[config.mk]
export PLATFORM = sky130hd
export DESIGN_NAME = ysyx_22050612_wbu_flat
export DESIGN_NICKNAME = d
export VERILOG_FILES = /design/src/rtl/ysyx_22050612_wbu_pkg.sv /design/src/rtl/ysyx_22050612_wbu_if.sv /design/src/rtl/ysyx_22050612_scoreboard.sv /design/src/rtl/ysyx_22050612_wbu.sv /design/src/flat_wrapper.sv
export SDC_FILE = /design/constraint.sdc
export NUM_CORES = 1
export LEC_CHECK = 0
export BUFFER_PORTS_ARGS = -buffer_cell sky130_fd_sc_hd__buf_2
export CORE_AREA = 2 2 117 119
export DETAILED_ROUTE_END_ITERATION = 8
export DIE_AREA = 0 0 119 121
export GPL_TIMING_DRIVEN = 0
export HOLD_SLACK_MARGIN = 0.06
export PLACE_DENSITY = 0.95
export SYNTH_ARGS = -nofsm -noshare
export SYNTH_HDL_FRONTEND = slang
export SYNTH_SLANG_ARGS = --single-unit
[constraint.sdc]
create_clock -name clk -period 5.1 [get_ports clk]
set_input_delay 0 -clock clk [delete_from_list [all_inputs] [get_ports clk]]
set_output_delay 0 -clock clk [all_outputs]
set_load 0.02 [all_outputs]
[src/rtl/ysyx_22050612_wbu_pkg.sv]
// Shared types and default widths for the writeback unit and its scoreboard.
package ysyx_22050612_wbu_pkg;

    localparam int XLEN   = 64;
    localparam int REG_AW = 5;

    typedef enum logic {
        GNT_EXU = 1'b0,
        GNT_LSU = 1'b1
    } grant_e;

endpackage

[src/rtl/ysyx_22050612_wbu_if.sv]
// Result, issue and register-file-write bundle between the pipeline and the writeback unit.
interface ysyx_22050612_wbu_if
    import ysyx_22050612_wbu_pkg::*;
#(
    parameter int ADDR_WIDTH = REG_AW,
    parameter int DATA_WIDTH = XLEN
);
    logic                  iss_valid;
    logic                  iss_ready;
    logic [ADDR_WIDTH-1:0] iss_rd;
    logic                  exu_valid;
    logic                  exu_ready;
    logic [ADDR_WIDTH-1:0] exu_rd;
    logic [DATA_WIDTH-1:0] exu_data;
    logic                  lsu_valid;
    logic                  lsu_ready;
    logic [ADDR_WIDTH-1:0] lsu_rd;
    logic [DATA_WIDTH-1:0] lsu_data;
    logic [ADDR_WIDTH-1:0] rs1;
    logic [ADDR_WIDTH-1:0] rs2;
    logic                  busy1;
    logic                  busy2;
    logic                  wen;
    logic [ADDR_WIDTH-1:0] waddr;
    logic [DATA_WIDTH-1:0] wdata;
    logic [31:0]           wb_count;

    modport slave (
        input  iss_valid, iss_rd, exu_valid, exu_rd, exu_data,
               lsu_valid, lsu_rd, lsu_data, rs1, rs2,
        output iss_ready, exu_ready, lsu_ready, busy1, busy2,
               wen, waddr, wdata, wb_count
    );

    modport master (
        output iss_valid, iss_rd, exu_valid, exu_rd, exu_data,
               lsu_valid, lsu_rd, lsu_data, rs1, rs2,
        input  iss_ready, exu_ready, lsu_ready, busy1, busy2,
               wen, waddr, wdata, wb_count
    );

endinterface

[src/rtl/ysyx_22050612_scoreboard.sv]
// Per-register pending-write bits with set-wins priority; x0 is never pending.
module ysyx_22050612_scoreboard
    import ysyx_22050612_wbu_pkg::*;
#(
    parameter int ADDR_WIDTH = REG_AW
) (
    input  logic                  clk,
    input  logic                  rst_n,
    input  logic                  i_set_en,
    input  logic [ADDR_WIDTH-1:0] i_set_idx,
    input  logic                  i_clr_en,
    input  logic [ADDR_WIDTH-1:0] i_clr_idx,
    input  logic [ADDR_WIDTH-1:0] i_iss_rd,
    input  logic [ADDR_WIDTH-1:0] i_rs1,
    input  logic [ADDR_WIDTH-1:0] i_rs2,
    output logic                  o_iss_busy,
    output logic                  o_busy1,
    output logic                  o_busy2
);
    localparam int NREG = 1 << ADDR_WIDTH;

    logic [NREG-1:0] r_pending;

    always_ff @(posedge clk) begin
        if (!rst_n) begin
            r_pending <= '0;
        end else begin
            r_pending[0] <= 1'b0;
            // Set is checked first so a same-cycle issue re-arms a register being retired.
            for (int i = 1; i < NREG; i++) begin
                if (i_set_en && i_set_idx == ADDR_WIDTH'(i)) begin
                    r_pending[i] <= 1'b1;
                end else if (i_clr_en && i_clr_idx == ADDR_WIDTH'(i)) begin
                    r_pending[i] <= 1'b0;
                end
            end
        end
    end

    assign o_iss_busy = r_pending[i_iss_rd];
    assign o_busy1    = r_pending[i_rs1];
    assign o_busy2    = r_pending[i_rs2];

endmodule

[src/rtl/ysyx_22050612_wbu.sv]
// Writeback unit: round-robin EXU/LSU arbitration onto the single register-file write port.
module ysyx_22050612_wbu
    import ysyx_22050612_wbu_pkg::*;
#(
    parameter int ADDR_WIDTH = REG_AW,
    parameter int DATA_WIDTH = XLEN
) (
    input  logic                clk,
    input  logic                rst_n,
    ysyx_22050612_wbu_if.slave  bus
);
    grant_e                r_last_grant;
    logic                  r_wen;
    logic [ADDR_WIDTH-1:0] r_waddr;
    logic [DATA_WIDTH-1:0] r_wdata;
    logic [31:0]           r_wb_count;

    logic                  w_grant_lsu;
    logic                  w_exu_hs;
    logic                  w_lsu_hs;
    logic                  w_accept;
    logic [ADDR_WIDTH-1:0] w_rd;
    logic [DATA_WIDTH-1:0] w_data;
    logic                  w_iss_busy;
    logic                  w_iss_ready;
    logic                  w_iss_set;

    // LSU wins when alone, or in a conflict when EXU had the previous grant.
    assign w_grant_lsu   = bus.lsu_valid && (!bus.exu_valid || r_last_grant == GNT_EXU);
    assign bus.exu_ready = rst_n && bus.exu_valid && !w_grant_lsu;
    assign bus.lsu_ready = rst_n && w_grant_lsu;

    assign w_exu_hs = bus.exu_valid && bus.exu_ready;
    assign w_lsu_hs = bus.lsu_valid && bus.lsu_ready;
    assign w_accept = w_exu_hs || w_lsu_hs;
    assign w_rd     = w_lsu_hs ? bus.lsu_rd   : bus.exu_rd;
    assign w_data   = w_lsu_hs ? bus.lsu_data : bus.exu_data;

    assign w_iss_ready   = rst_n && !w_iss_busy;
    assign bus.iss_ready = w_iss_ready;
    assign w_iss_set     = bus.iss_valid && w_iss_ready && (bus.iss_rd != '0);

    // NOTE: sequential state uses non-blocking assignments so every flop samples pre-edge values.
    always_ff @(posedge clk) begin
        if (!rst_n) begin
            r_wen        <= 1'b0;
            r_waddr      <= '0;
            r_wdata      <= '0;
            r_wb_count   <= '0;
            r_last_grant <= GNT_EXU;
        end else begin
            r_wen <= w_accept && (w_rd != '0);
            if (w_accept) begin
                r_waddr      <= w_rd;
                r_wdata      <= w_data;
                r_wb_count   <= r_wb_count + 32'd1;
                r_last_grant <= w_lsu_hs ? GNT_LSU : GNT_EXU;
            end
        end
    end

    assign bus.wen      = r_wen;
    assign bus.waddr    = r_waddr;
    assign bus.wdata    = r_wdata;
    assign bus.wb_count = r_wb_count;

    ysyx_22050612_scoreboard #(
        .ADDR_WIDTH (ADDR_WIDTH)
    ) u_scoreboard (
        .clk        (clk),
        .rst_n      (rst_n),
        .i_set_en   (w_iss_set),
        .i_set_idx  (bus.iss_rd),
        .i_clr_en   (r_wen),
        .i_clr_idx  (r_waddr),
        .i_iss_rd   (bus.iss_rd),
        .i_rs1      (bus.rs1),
        .i_rs2      (bus.rs2),
        .o_iss_busy (w_iss_busy),
        .o_busy1    (bus.busy1),
        .o_busy2    (bus.busy2)
    );

endmodule

[src/flat_wrapper.sv]
// flat-port wrapper written by rule: the top's interface ports become plain ports
module ysyx_22050612_wbu_flat import ysyx_22050612_wbu_pkg::*;
#(
    parameter int ADDR_WIDTH = REG_AW,
    parameter int DATA_WIDTH = XLEN
)
  (clk, rst_n, bus_iss_valid, bus_iss_rd, bus_exu_valid, bus_exu_rd, bus_exu_data, bus_lsu_valid, bus_lsu_rd, bus_lsu_data, bus_rs1, bus_rs2, bus_iss_ready, bus_exu_ready, bus_lsu_ready, bus_busy1, bus_busy2, bus_wen, bus_waddr, bus_wdata, bus_wb_count);
  ysyx_22050612_wbu_if #(.ADDR_WIDTH(ADDR_WIDTH), .DATA_WIDTH(DATA_WIDTH)) bus_i ();
  input  logic clk;
  input  logic rst_n;
  input wire logic [$bits(bus_i.iss_valid)-1:0] bus_iss_valid;
  input wire logic [$bits(bus_i.iss_rd)-1:0] bus_iss_rd;
  input wire logic [$bits(bus_i.exu_valid)-1:0] bus_exu_valid;
  input wire logic [$bits(bus_i.exu_rd)-1:0] bus_exu_rd;
  input wire logic [$bits(bus_i.exu_data)-1:0] bus_exu_data;
  input wire logic [$bits(bus_i.lsu_valid)-1:0] bus_lsu_valid;
  input wire logic [$bits(bus_i.lsu_rd)-1:0] bus_lsu_rd;
  input wire logic [$bits(bus_i.lsu_data)-1:0] bus_lsu_data;
  input wire logic [$bits(bus_i.rs1)-1:0] bus_rs1;
  input wire logic [$bits(bus_i.rs2)-1:0] bus_rs2;
  output wire logic [$bits(bus_i.iss_ready)-1:0] bus_iss_ready;
  output wire logic [$bits(bus_i.exu_ready)-1:0] bus_exu_ready;
  output wire logic [$bits(bus_i.lsu_ready)-1:0] bus_lsu_ready;
  output wire logic [$bits(bus_i.busy1)-1:0] bus_busy1;
  output wire logic [$bits(bus_i.busy2)-1:0] bus_busy2;
  output wire logic [$bits(bus_i.wen)-1:0] bus_wen;
  output wire logic [$bits(bus_i.waddr)-1:0] bus_waddr;
  output wire logic [$bits(bus_i.wdata)-1:0] bus_wdata;
  output wire logic [$bits(bus_i.wb_count)-1:0] bus_wb_count;
  assign bus_i.iss_valid = bus_iss_valid;
  assign bus_i.iss_rd = bus_iss_rd;
  assign bus_i.exu_valid = bus_exu_valid;
  assign bus_i.exu_rd = bus_exu_rd;
  assign bus_i.exu_data = bus_exu_data;
  assign bus_i.lsu_valid = bus_lsu_valid;
  assign bus_i.lsu_rd = bus_lsu_rd;
  assign bus_i.lsu_data = bus_lsu_data;
  assign bus_i.rs1 = bus_rs1;
  assign bus_i.rs2 = bus_rs2;
  assign bus_iss_ready = bus_i.iss_ready;
  assign bus_exu_ready = bus_i.exu_ready;
  assign bus_lsu_ready = bus_i.lsu_ready;
  assign bus_busy1 = bus_i.busy1;
  assign bus_busy2 = bus_i.busy2;
  assign bus_wen = bus_i.wen;
  assign bus_waddr = bus_i.waddr;
  assign bus_wdata = bus_i.wdata;
  assign bus_wb_count = bus_i.wb_count;
  ysyx_22050612_wbu #(.ADDR_WIDTH(ADDR_WIDTH), .DATA_WIDTH(DATA_WIDTH)) u_core (.clk(clk), .rst_n(rst_n), .bus(bus_i));
endmodule
==> Word-level counts from Yosys, hierarchy flattened <==
Cells that the tools add are included.
{ "word_totals": {"regBits": 135, "word_cells": 285, "out_inout_bits": 107, "inputBits": 158} }
{ "classes": {"eq_ne": 62, "bitwise": 1, "muxes": 71, "reduce_logical": 110, "addsub": 1, "n_lt_le_gt_ge": 3} }
{ "op_table": {"columns": ["cell", "count"], "rows": [
  ["$eq 5x5->1 const B", 32],
  ["$eq 5x4->1 const B", 16],
  ["$logic_and 1x1->1", 72],
  ["$mux 1", 66],
  ["$mux 64", 1],
  ["$reduce_bool 2->1", 31],
  ["$eq 5x3->1 const B", 8],
  ["$add 32x1->32 const B", 1],
  ["$eq 5x2->1 const B", 4],
  ["$lt 5x6->1 const B", 3],
  ["$bmux 1 s5", 3],
  ["$eq 5x1->1 const B", 2],
  ["$reduce_bool 5->1", 2],
  ["$mux 5", 1],
  ["$logic_not 1->1", 3],
  ["$logic_or 1x1->1", 2],
  ["$not 1->1", 1]
]} }

==> Depth between registers and ports, before layout <==
Gate-level depths: netlist of the first run.
{ "logic_depth": {"depth_word": 8, "ltp_mapped": 8, "depth_no_buf": 6} }

==> Modules after synthesis <==
From an unflattened synthesis of the first run, not the netlist that was laid out.
{ "unflattened": {"hier_cells": 720, "hier_area_um2": 6765.2} }
{ "modules_own_cells": {"columns": ["module", "cells_per_inst", "seq_area_each_um2", "n_inst", "area_per_inst_um2"], "rows": [
  ["ysyx_22050612_wbu", 486, 2062.0, 1, 4538.1],
  ["ysyx_22050612_scoreboard", 234, 620.6, 1, 2227.1]
]} }

==> Worst setup path after synthesis of the first run <==
Ideal clock, no wire load.
{ "synth_path": {"kind": "register to register", "start": "register u_core.r_wb_count[3], in the netlist u_core.bus.wb_count[3]", "end": "register u_core.r_wb_count[25], in the netlist u_core.bus.wb_count[25]", "stages_incl_launch_ff": 7, "setup_ns": 0.115, "required_time_ns": 4.985, "period_less_slack_ns": 1.939, "arrival_time_ns": 1.824, "path_slack_ns": 3.161, "path_cell_list": "dfxtp_1 > nand4_2 > or4_4 > buf_6 > nor4_1 > xor2_1 > and2_1"} }
{ "synth_between": {"elab_chain_len": 1} }
{ "synth_lines": {"columns": ["element", "line", "text"], "rows": [
  ["from (decl)", "ysyx_22050612_wbu.sv:16", "logic [31:0] r_wb_count;"],
  ["from (signal assigned)", "ysyx_22050612_wbu.sv:56", "r_wb_count <= r_wb_count + 32'd1;"],
  ["$add 32x1->32", "ysyx_22050612_wbu.sv:56", null]
]} }
Every way passes these cells.
A chain may end at the register's enable or synchronous reset.

==> Final worst setup path of the first run <==
{ "layout_path": {"start": "register u_core.r_last_grant", "end": "register u_core.r_wdata[7], in the netlist u_core.bus.wdata[7]"} }
{ "layout_between": {"elab_chain_len": 7} }
{ "layout_lines": {"columns": ["element", "line", "text"], "rows": [
  ["from (decl)", "ysyx_22050612_wbu.sv:12", "grant_e r_last_grant;"],
  ["from (signal assigned)", "ysyx_22050612_wbu.sv:57", "r_last_grant <= w_lsu_hs ? GNT_LSU : GNT_EXU;"],
  ["$not 1->1 *", "ysyx_22050612_wbu.sv:29", "assign w_grant_lsu = bus.lsu_valid && (!bus.exu_valid || r_last_grant == GNT_EXU);"],
  ["$logic_or 1x1->1 *", "ysyx_22050612_wbu.sv:29", null],
  ["$logic_and 1x1->1 *", "ysyx_22050612_wbu.sv:29", null],
  ["$logic_not 1->1", "ysyx_22050612_wbu.sv:30", "assign bus.exu_ready = rst_n && bus.exu_valid && !w_grant_lsu;"],
  ["$logic_and 1x1->1", "ysyx_22050612_wbu.sv:30", null],
  ["$logic_and 1x1->1", "ysyx_22050612_wbu.sv:33", "assign w_exu_hs = bus.exu_valid && bus.exu_ready;"],
  ["$logic_or 1x1->1", "ysyx_22050612_wbu.sv:35", "assign w_accept = w_exu_hs || w_lsu_hs;"],
  ["to (signal assigned)", "ysyx_22050612_wbu.sv:55", "r_wdata <= w_data;"],
  ["to (decl)", "ysyx_22050612_wbu.sv:15", "logic [DATA_WIDTH-1:0] r_wdata;"]
]} }
Every way passes the cells marked *; elsewhere a longest branch is shown, timed or not.

==> results.py, run 1 <==
metrics = {
    "floorplan": {
        "ios": 265,
        "core_mm2": 0.0131,
        "die_h_um": 121,
        "core.rowCount": 42,
        "dieArea_mm2": 0.0144,
        "dieWidth_um": 119,
        "start_util_pct": 52.2,
    },
    "placed_design": {
        "placed_cells": 1152,
        "place.gp.congestion": 0.940,
        "place_hpwl_mm": 16.4,
        "port_buffers": 258,
    },
    "worst_setup_path": {
        "regToRegSetupSlack_ps": 2180,
        "worst_path_max_delay_cell": "dlygate4sd3_1",
        "crit_path_cell_trace": "nand2_1 > nand3_1 > clkbuf_1 > buf_2 > buf_2 > mux2i_1 > dlygate4sd3_1 > nand2_1 > o211a_1",
        "path_buf_inv": 4,
        "crit_required_ps": 5410,
        "cpLargestDelayFamily": "buffers and inverters",
        "crit_arrival_ps": 3220,
        "r2r-end": "u_core.bus.wdata[7]",
        "path_max_fanout": 10,
        "rr_startpoint": "u_core.r_last_grant",
        "crit_path_start_kind": "register",
        "crit_path_end_kind": "register",
        "r2r_cells": 9,
        "critical_path_class": "register to register",
        "critical-path-max-stage-delay_ps": 620,
    },
    "hold_path": {
        "hold_path_class": "input port to register",
        "whs_endpoint": "u_core.u_scoreboard.r_pending[10]",
        "whs_path_depth": 5,
        "hold_start": "bus_iss_valid",
    },
    "clock_tree": {
        "htreeDepth": 4,
        "clk_pin_slew_ps": 60,
        "cts_tree": "done",
        "insertion_delay_ps": 430,
        "cts_made_buffers": 17,
        "clock_path_buffers": 2,
        "clock-sinks": 134,
        "root_buffer": "clkbuf_16",
    },
    "sta": {
        "finalSetupTns_ps": 0,
        "fin_worst_skew_ps": 12.6,
        "slew_viol_final": 0,
        "finalCritPeriodShare_pct": 57.2,
        "max_freq_ghz": 0.343,
        "fin_crit_ps": 2920,
        "worst_slew_pin_slew_ps": 748,
        "finalSetupViolCount": 0,
        "holdWs_ps": 135,
        "hold_violations": 0,
        "relSlewSlack_pct": 50.1,
        "rsz0062_at_grt": "no",
    },
    "finish": {
        "area_growth_pct": 52.0,
        "fin_cells": 1333,
        "finalNetCount": 1299,
        "num-fill-cells": 741,
        "final_util_pct": 79.4,
        "drive_above_1_share_pct": 28.9,
    },
    "global_route": {
        "gr-total-overflow": 0,
        "antenna_found_initial": 3,
        "grt_max_degree": 17,
        "first_global_vias": 8406,
        "grt_pass1_wl_mm": 44.6,
        "grt_usage_pct": 40.2,
    },
    "routing": {
        "drc": 0,
        "dr.pass1.iters": 6,
        "routed-via-count": 8157,
        "postRouteAntennaNets": 0,
        "drt-wirelength-per-cell_um": 22.0,
        "wl_mm": 29.3,
        "drt-initial-drc-count": 826,
        "viasPerCell": 6.12,
    },
    "logic_synthesis": {
        "synth_cell_types": 44,
        "async_flop_share_pct": 0,
        "synth-seq-cells": 134,
        "synth_top_area_share_pct": 39.3,
        "seq_area_frac_synth_pct": 39.3,
        "synth_fp_nets": 877,
        "synth_area_mm2": 0.00683,
        "yosys_warnings": 0,
        "postSynthCellCount": 718,
        "synth_edf_count": 0,
        "synth.avg_cell_area_um2": 9.51,
        "synth_largest_area_cell": "dfxtp_1",
        "synth.area.top_cells": "dfxtp_1, mux2i_1, o211a_1",
        "synth-main-ff-cell": "dfxtp_1",
    },
    "power_and_ir_drop": {
        "irDropWorstVdd_mv": 0.203,
        "finalPower_uw": 2940,
        "power.density_mw_per_mm2": 283,
        "cellLeakagePower_uw": 0.00533,
    },
    "run": {
        "maxCapViolCount": 0,
    },
    "status": {
        "status": "finished clean",
    },
}
==> repair_timing <==
action / in CTS / in global routing
endpoints found under the hold margin: 81 / 0
setup buffers: 0 / 0
setup endpoints to repair: 0 / 0
resized for setup: 0 / 0
hold buffers: 145 / 0
==> layer usage <==
metal	global-route usage (%)	vias up	part of all wire, %
li1	-	3456	-
met1	41.9	3774	33
met2	66.5	691	47
met3	11.3	236	9.9
met4	35.6	0	9.3
met5	0	-	0
==> worst reg2reg max path, delay by kind of cell, from the launching register on <==
kind            cells  cell delay, ps
buf+inv             4            1840
compound gates      1             160
simple gates        3             240
mux                 1             230
flops               1             340
==> logic make-up after synthesis <==
group / Yosys count / synth area share [%]
AND/OR/NAND/NOR: 241 / 16.9
AO/OA/AOI/OAI: 157 / 17.9
flip-flops: 134 / 39.3
multiplexers: 95 / 18.6
buffers and inverters: 65 / 3.90
XOR/XNOR: 25 / 3.21
adder cells (fa/ha/maj): 1 / 0.183
==> worst max-delay path by stage <==
stage / from / end / slack (ps) / depth (start not counted)
2_1_floorplan: u_core.bus.wb_count[3] / u_core.bus.wb_count[25] / 3160 / 6
4_1_cts: u_core.r_last_grant / u_core.bus.wdata[7] / 2380 / 9
3_5_place_dp: u_core.r_last_grant / u_core.bus.wdata[7] / 2920 / 8
5_1_grt: u_core.r_last_grant / u_core.bus.wdata[6] / 2100 / 9
6_report: u_core.r_last_grant / u_core.bus.wdata[7] / 2180 / 9
3_3_place_gp: u_core.r_last_grant / u_core.bus.wdata[7] / 2940 / 8
==> state kept, by name (all words and copies together), names as in the netlist <==
name,cells
u_core.bus.wb_count,32
u_core.bus.waddr,5
u_core.bus.wen,1
u_core.bus.wdata,64
u_core.u_scoreboard.r_pending,31
u_core.r_last_grant,1
==> report_power, final <==
group          switching [µW]  internal, µW
clock                     503           723
sequential               41.4          1100
combinational             307           264
total                     851          2080
==> synth_stat cells (3+ instances only) <==
library cell and n:
dfxtp_1 134, nand2_1 121, mux2i_1 67, o211a_1 63, o21ai_0 38, a21boi_0 37
clkbuf_1 32, and2_1 25, mux4_2 25, nand3_1 19, nor3_1 19, xor2_1 15
nor2_1 13, buf_2 12, inv_1 11, xnor2_1 10, buf_1 9, nor4_1 8
a31oi_1 7, nand4_1 7, nand2b_1 6, nor2b_1 6, a21oi_1 4, or3_1 4
and4_1 3, mux2_2 3, or4_1 3
==> layout make-up <==
cell class                 instances  area [µm²]  area share [%]
tap                              176         220            2.12
clock inverter                    14         150            1.45
timing repair buffer             403        2740            26.4
sequential                       134        2680            25.8
clock buffer                      18         429            4.13
multi-input combinational        519        3880            37.4
antenna                            4        10.0          0.0964
inverter                          11        41.3           0.398
buffer                            54         225            2.17
==> cells in the final DEF, fill, tap and decap left out, drive strengths merged, types with 15 or more instances in the layout <==
cell / Yosys / layout
dlygate4sd3: 0 / 145
dfxtp: 134 / 134
mux4: 25 / 25
xor2: 15 / 15
nand3: 19 / 19
o21ai: 38 / 38
nand2: 121 / 121
and2: 25 / 25
mux2i: 67 / 67
nor3: 19 / 19
o211a: 63 / 63
clkbuf: 32 / 50
buf: 22 / 280
a21boi: 38 / 38
==> per-stage QoR <==
step	worst slack, ps	area, µm²
2_1_floorplan	3160	6830
3_3_place_gp	2940	8340
3_5_place_dp	2920	8340
4_1_cts	2380	10400
5_1_grt	2100	10400
6_report	2180	10400
Power figures use the tool's default switching activity.
==> run 2: changes to the inputs <==
--- a/config.mk
+++ b/config.mk
@@ -6,12 +6,12 @@
 export NUM_CORES = 1
 export LEC_CHECK = 0
 export BUFFER_PORTS_ARGS = -buffer_cell sky130_fd_sc_hd__buf_2
-export CORE_AREA = 2 2 117 119
+export CORE_AREA = 2 2 127 129
 export DETAILED_ROUTE_END_ITERATION = 8
-export DIE_AREA = 0 0 119 121
+export DIE_AREA = 0 0 129 131
 export GPL_TIMING_DRIVEN = 0
 export HOLD_SLACK_MARGIN = 0.06
-export PLACE_DENSITY = 0.95
+export PLACE_DENSITY = 0.87
 export SYNTH_ARGS = -nofsm -noshare
 export SYNTH_HDL_FRONTEND = slang
 export SYNTH_SLANG_ARGS = --single-unit
==> constraint.sdc (replaced) <==
create_clock -name clk -period 2.5 [get_ports clk]
set_input_delay 0 -clock clk [delete_from_list [all_inputs] [get_ports clk]]
set_output_delay 0 -clock clk [all_outputs]
set_load 0.02 [all_outputs]
==> run 2 against run 1 <==
Hold slack got worse by 42 ps. Global-route usage shrank 9.1 points. Via count is 5.1% lower. Critical path depth is 2 lower. Count of clock-buffer cells in the layout up 4. Flip-flop and latch count unchanged. Core utilization down 13 points. Sequential power rose by 100%. Register-to-register slack got worse by 2100 ps. Clock power up 99%. Cell count up 2.6%. Critical path type unchanged. Largest power group unchanged.
==> results.py, run 2 (same netlist as run 1, synthesis figures left out) <==
metrics = {
    "global_route": {
        "gr-total-overflow": 0,
        "grt_max_degree": 17,
        "first_global_vias": 7773,
        "grt_usage_pct": 31.1,
        "grt_pass1_wl_mm": 40.5,
        "antenna_found_initial": 1,
    },
    "clock_tree": {
        "clock-sinks": 134,
        "cts_tree": "done",
        "insertion_delay_ps": 420,
        "clk_pin_slew_ps": 60,
        "cts_setup_buffers": 0,
        "clock_path_buffers": 2,
        "cts_made_buffers": 17,
        "root_buffer": "clkbuf_16",
        "htreeDepth": 4,
    },
    "finish": {
        "drive_above_1_share_pct": 29.0,
        "mostFrequentLayoutCells": "buf_2, dlygate4sd3_1, dfxtp_1, nand2_1, mux2i_1",
        "area_growth_pct": 52.5,
        "final_util_pct": 66.8,
        "finalNetCount": 1296,
        "mostFrequentLayoutCell": "buf_2",
        "largest_reg_flops": 64,
    },
    "power_and_ir_drop": {
        "irDropWorstVdd_mv": 0.465,
        "power.density_mw_per_mm2": 564,
        "finalPower_uw": 5880,
        "cellLeakagePower_uw": 0.00533,
    },
    "placed_design": {
        "place.gp.congestion": 0.980,
        "port_buffers": 258,
        "place_hpwl_mm": 16.1,
    },
    "worst_setup_path": {
        "crit_arrival_ps": 2730,
        "path_max_fanout": 10,
        "crit_path_end_kind": "register",
        "crit_path_start_kind": "register",
        "critical_path_class": "register to register",
        "crit_required_ps": 2820,
    },
    "floorplan": {
        "dieWidth_um": 129,
        "dieArea_mm2": 0.0169,
        "start_util_pct": 43.8,
        "core.rowCount": 46,
        "die_h_um": 131,
        "core_mm2": 0.0156,
        "ios": 265,
    },
    "routing": {
        "drt-initial-drc-count": 659,
        "postRouteAntennaNets": 0,
        "routed-via-count": 7740,
        "drc": 0,
        "drt-wirelength-per-cell_um": 19.5,
        "wl_mm": 26.7,
        "viasPerCell": 5.66,
        "dr.pass1.iters": 5,
    },
    "sta": {
        "slew_viol_final": 0,
        "max_freq_ghz": 0.414,
        "relSlewSlack_pct": 49.2,
        "finalSetupViolCount": 0,
        "worst_slew_pin_slew_ps": 754,
        "fin_crit_ps": 2420,
        "finalSetupTns_ps": 0,
        "fin_worst_skew_ps": 16.4,
        "rsz0062_at_grt": "no",
        "finalCritPeriodShare_pct": 96.7,
        "hold_violations": 0,
    },
    "run": {
        "maxCapViolCount": 0,
    },
    "hold_path": {
        "hold_path_class": "input port to register",
    },
    "status": {
        "status": "finished clean",
    },
}
[run 2: cell count changes in the layout (fill, tap and decap cells not counted), sizes merged, moves of 2 or more]
cell	change
buf	-6
clkbuf	+9
clkinvlp	-2
diode	-3
dlygate4sd3	-2
inv	-2
[run 2: power breakdown]
group / total (µW) / switching, µW / internal [µW]
Combinational: 1120 / 590 / 528
Clock: 2450 / 970 / 1480
Sequential: 2310 / 75.0 / 2240
[run 2: stage by stage]
| step | hold WS (ps) | instances | instance area [µm²] | setup WS, ps |
|---|---|---|---|---|
| after detailed placement | 267 | 1192 | 8390 | 314 |
| after global routing | 77.8 | 1367 | 10400 | 12.5 |
| after CTS | 67.2 | 1367 | 10400 | 6.44 |
| after global placement | 262 | 1192 | 8390 | 332 |
| after floorplan | 153 | 718 | 6830 | 561 |
| final | 92.3 | 1367 | 10400 | 83.3 |
[run 2: what timing repair did]
action	in CTS	in global routing
gates resized for setup	0	8
hold endpoints to repair	81	0
hold buffers	143	0
endpoints found under the setup margin	0	34
[run 2: critical path: stages (launching register included)]
cell and delay, ps:
dfxtp_1 350, nand2_1 60, nand3_1 340, clkbuf_4 390
mux2i_1 300, dlygate4sd3_1 650, nand2_1 80, o211a_1 150
[run 2: cell type report]
type | count | area [µm²]
fillers | 1111 | 5180
plain buffers | 53 | 238
inverters | 11 | 41.3
flip-flops and latches | 134 | 2680
diodes | 1 | 2.50
well taps | 216 | 270
multi-input cells | 519 | 3880
clock buffers | 22 | 484
clock inverters | 10 | 96.3
repair buffers | 401 | 2720
[run 2: worst paths after layout]
| path | startpoint | end | slack (ps) | cells past startpoint |
|---|---|---|---|---|
| min reg2reg | u_core.bus.wdata[15] | u_core.bus.wdata[15] | 490 | 2 |
| min | bus_exu_rd[1] | u_core.bus.wen | 90 | 3 |
| max | u_core.r_last_grant | u_core.bus.wdata[35] | 80 | 7 |
| max reg2reg | u_core.r_last_grant | u_core.bus.wdata[35] | 80 | 7 |
[run 2: per-layer routing]
metal	GRT usage, %	share of wire [%]
met5	0	0
met4	20.3	5.8
met3	6.19	7.9
met2	53.6	50
met1	35.2	36
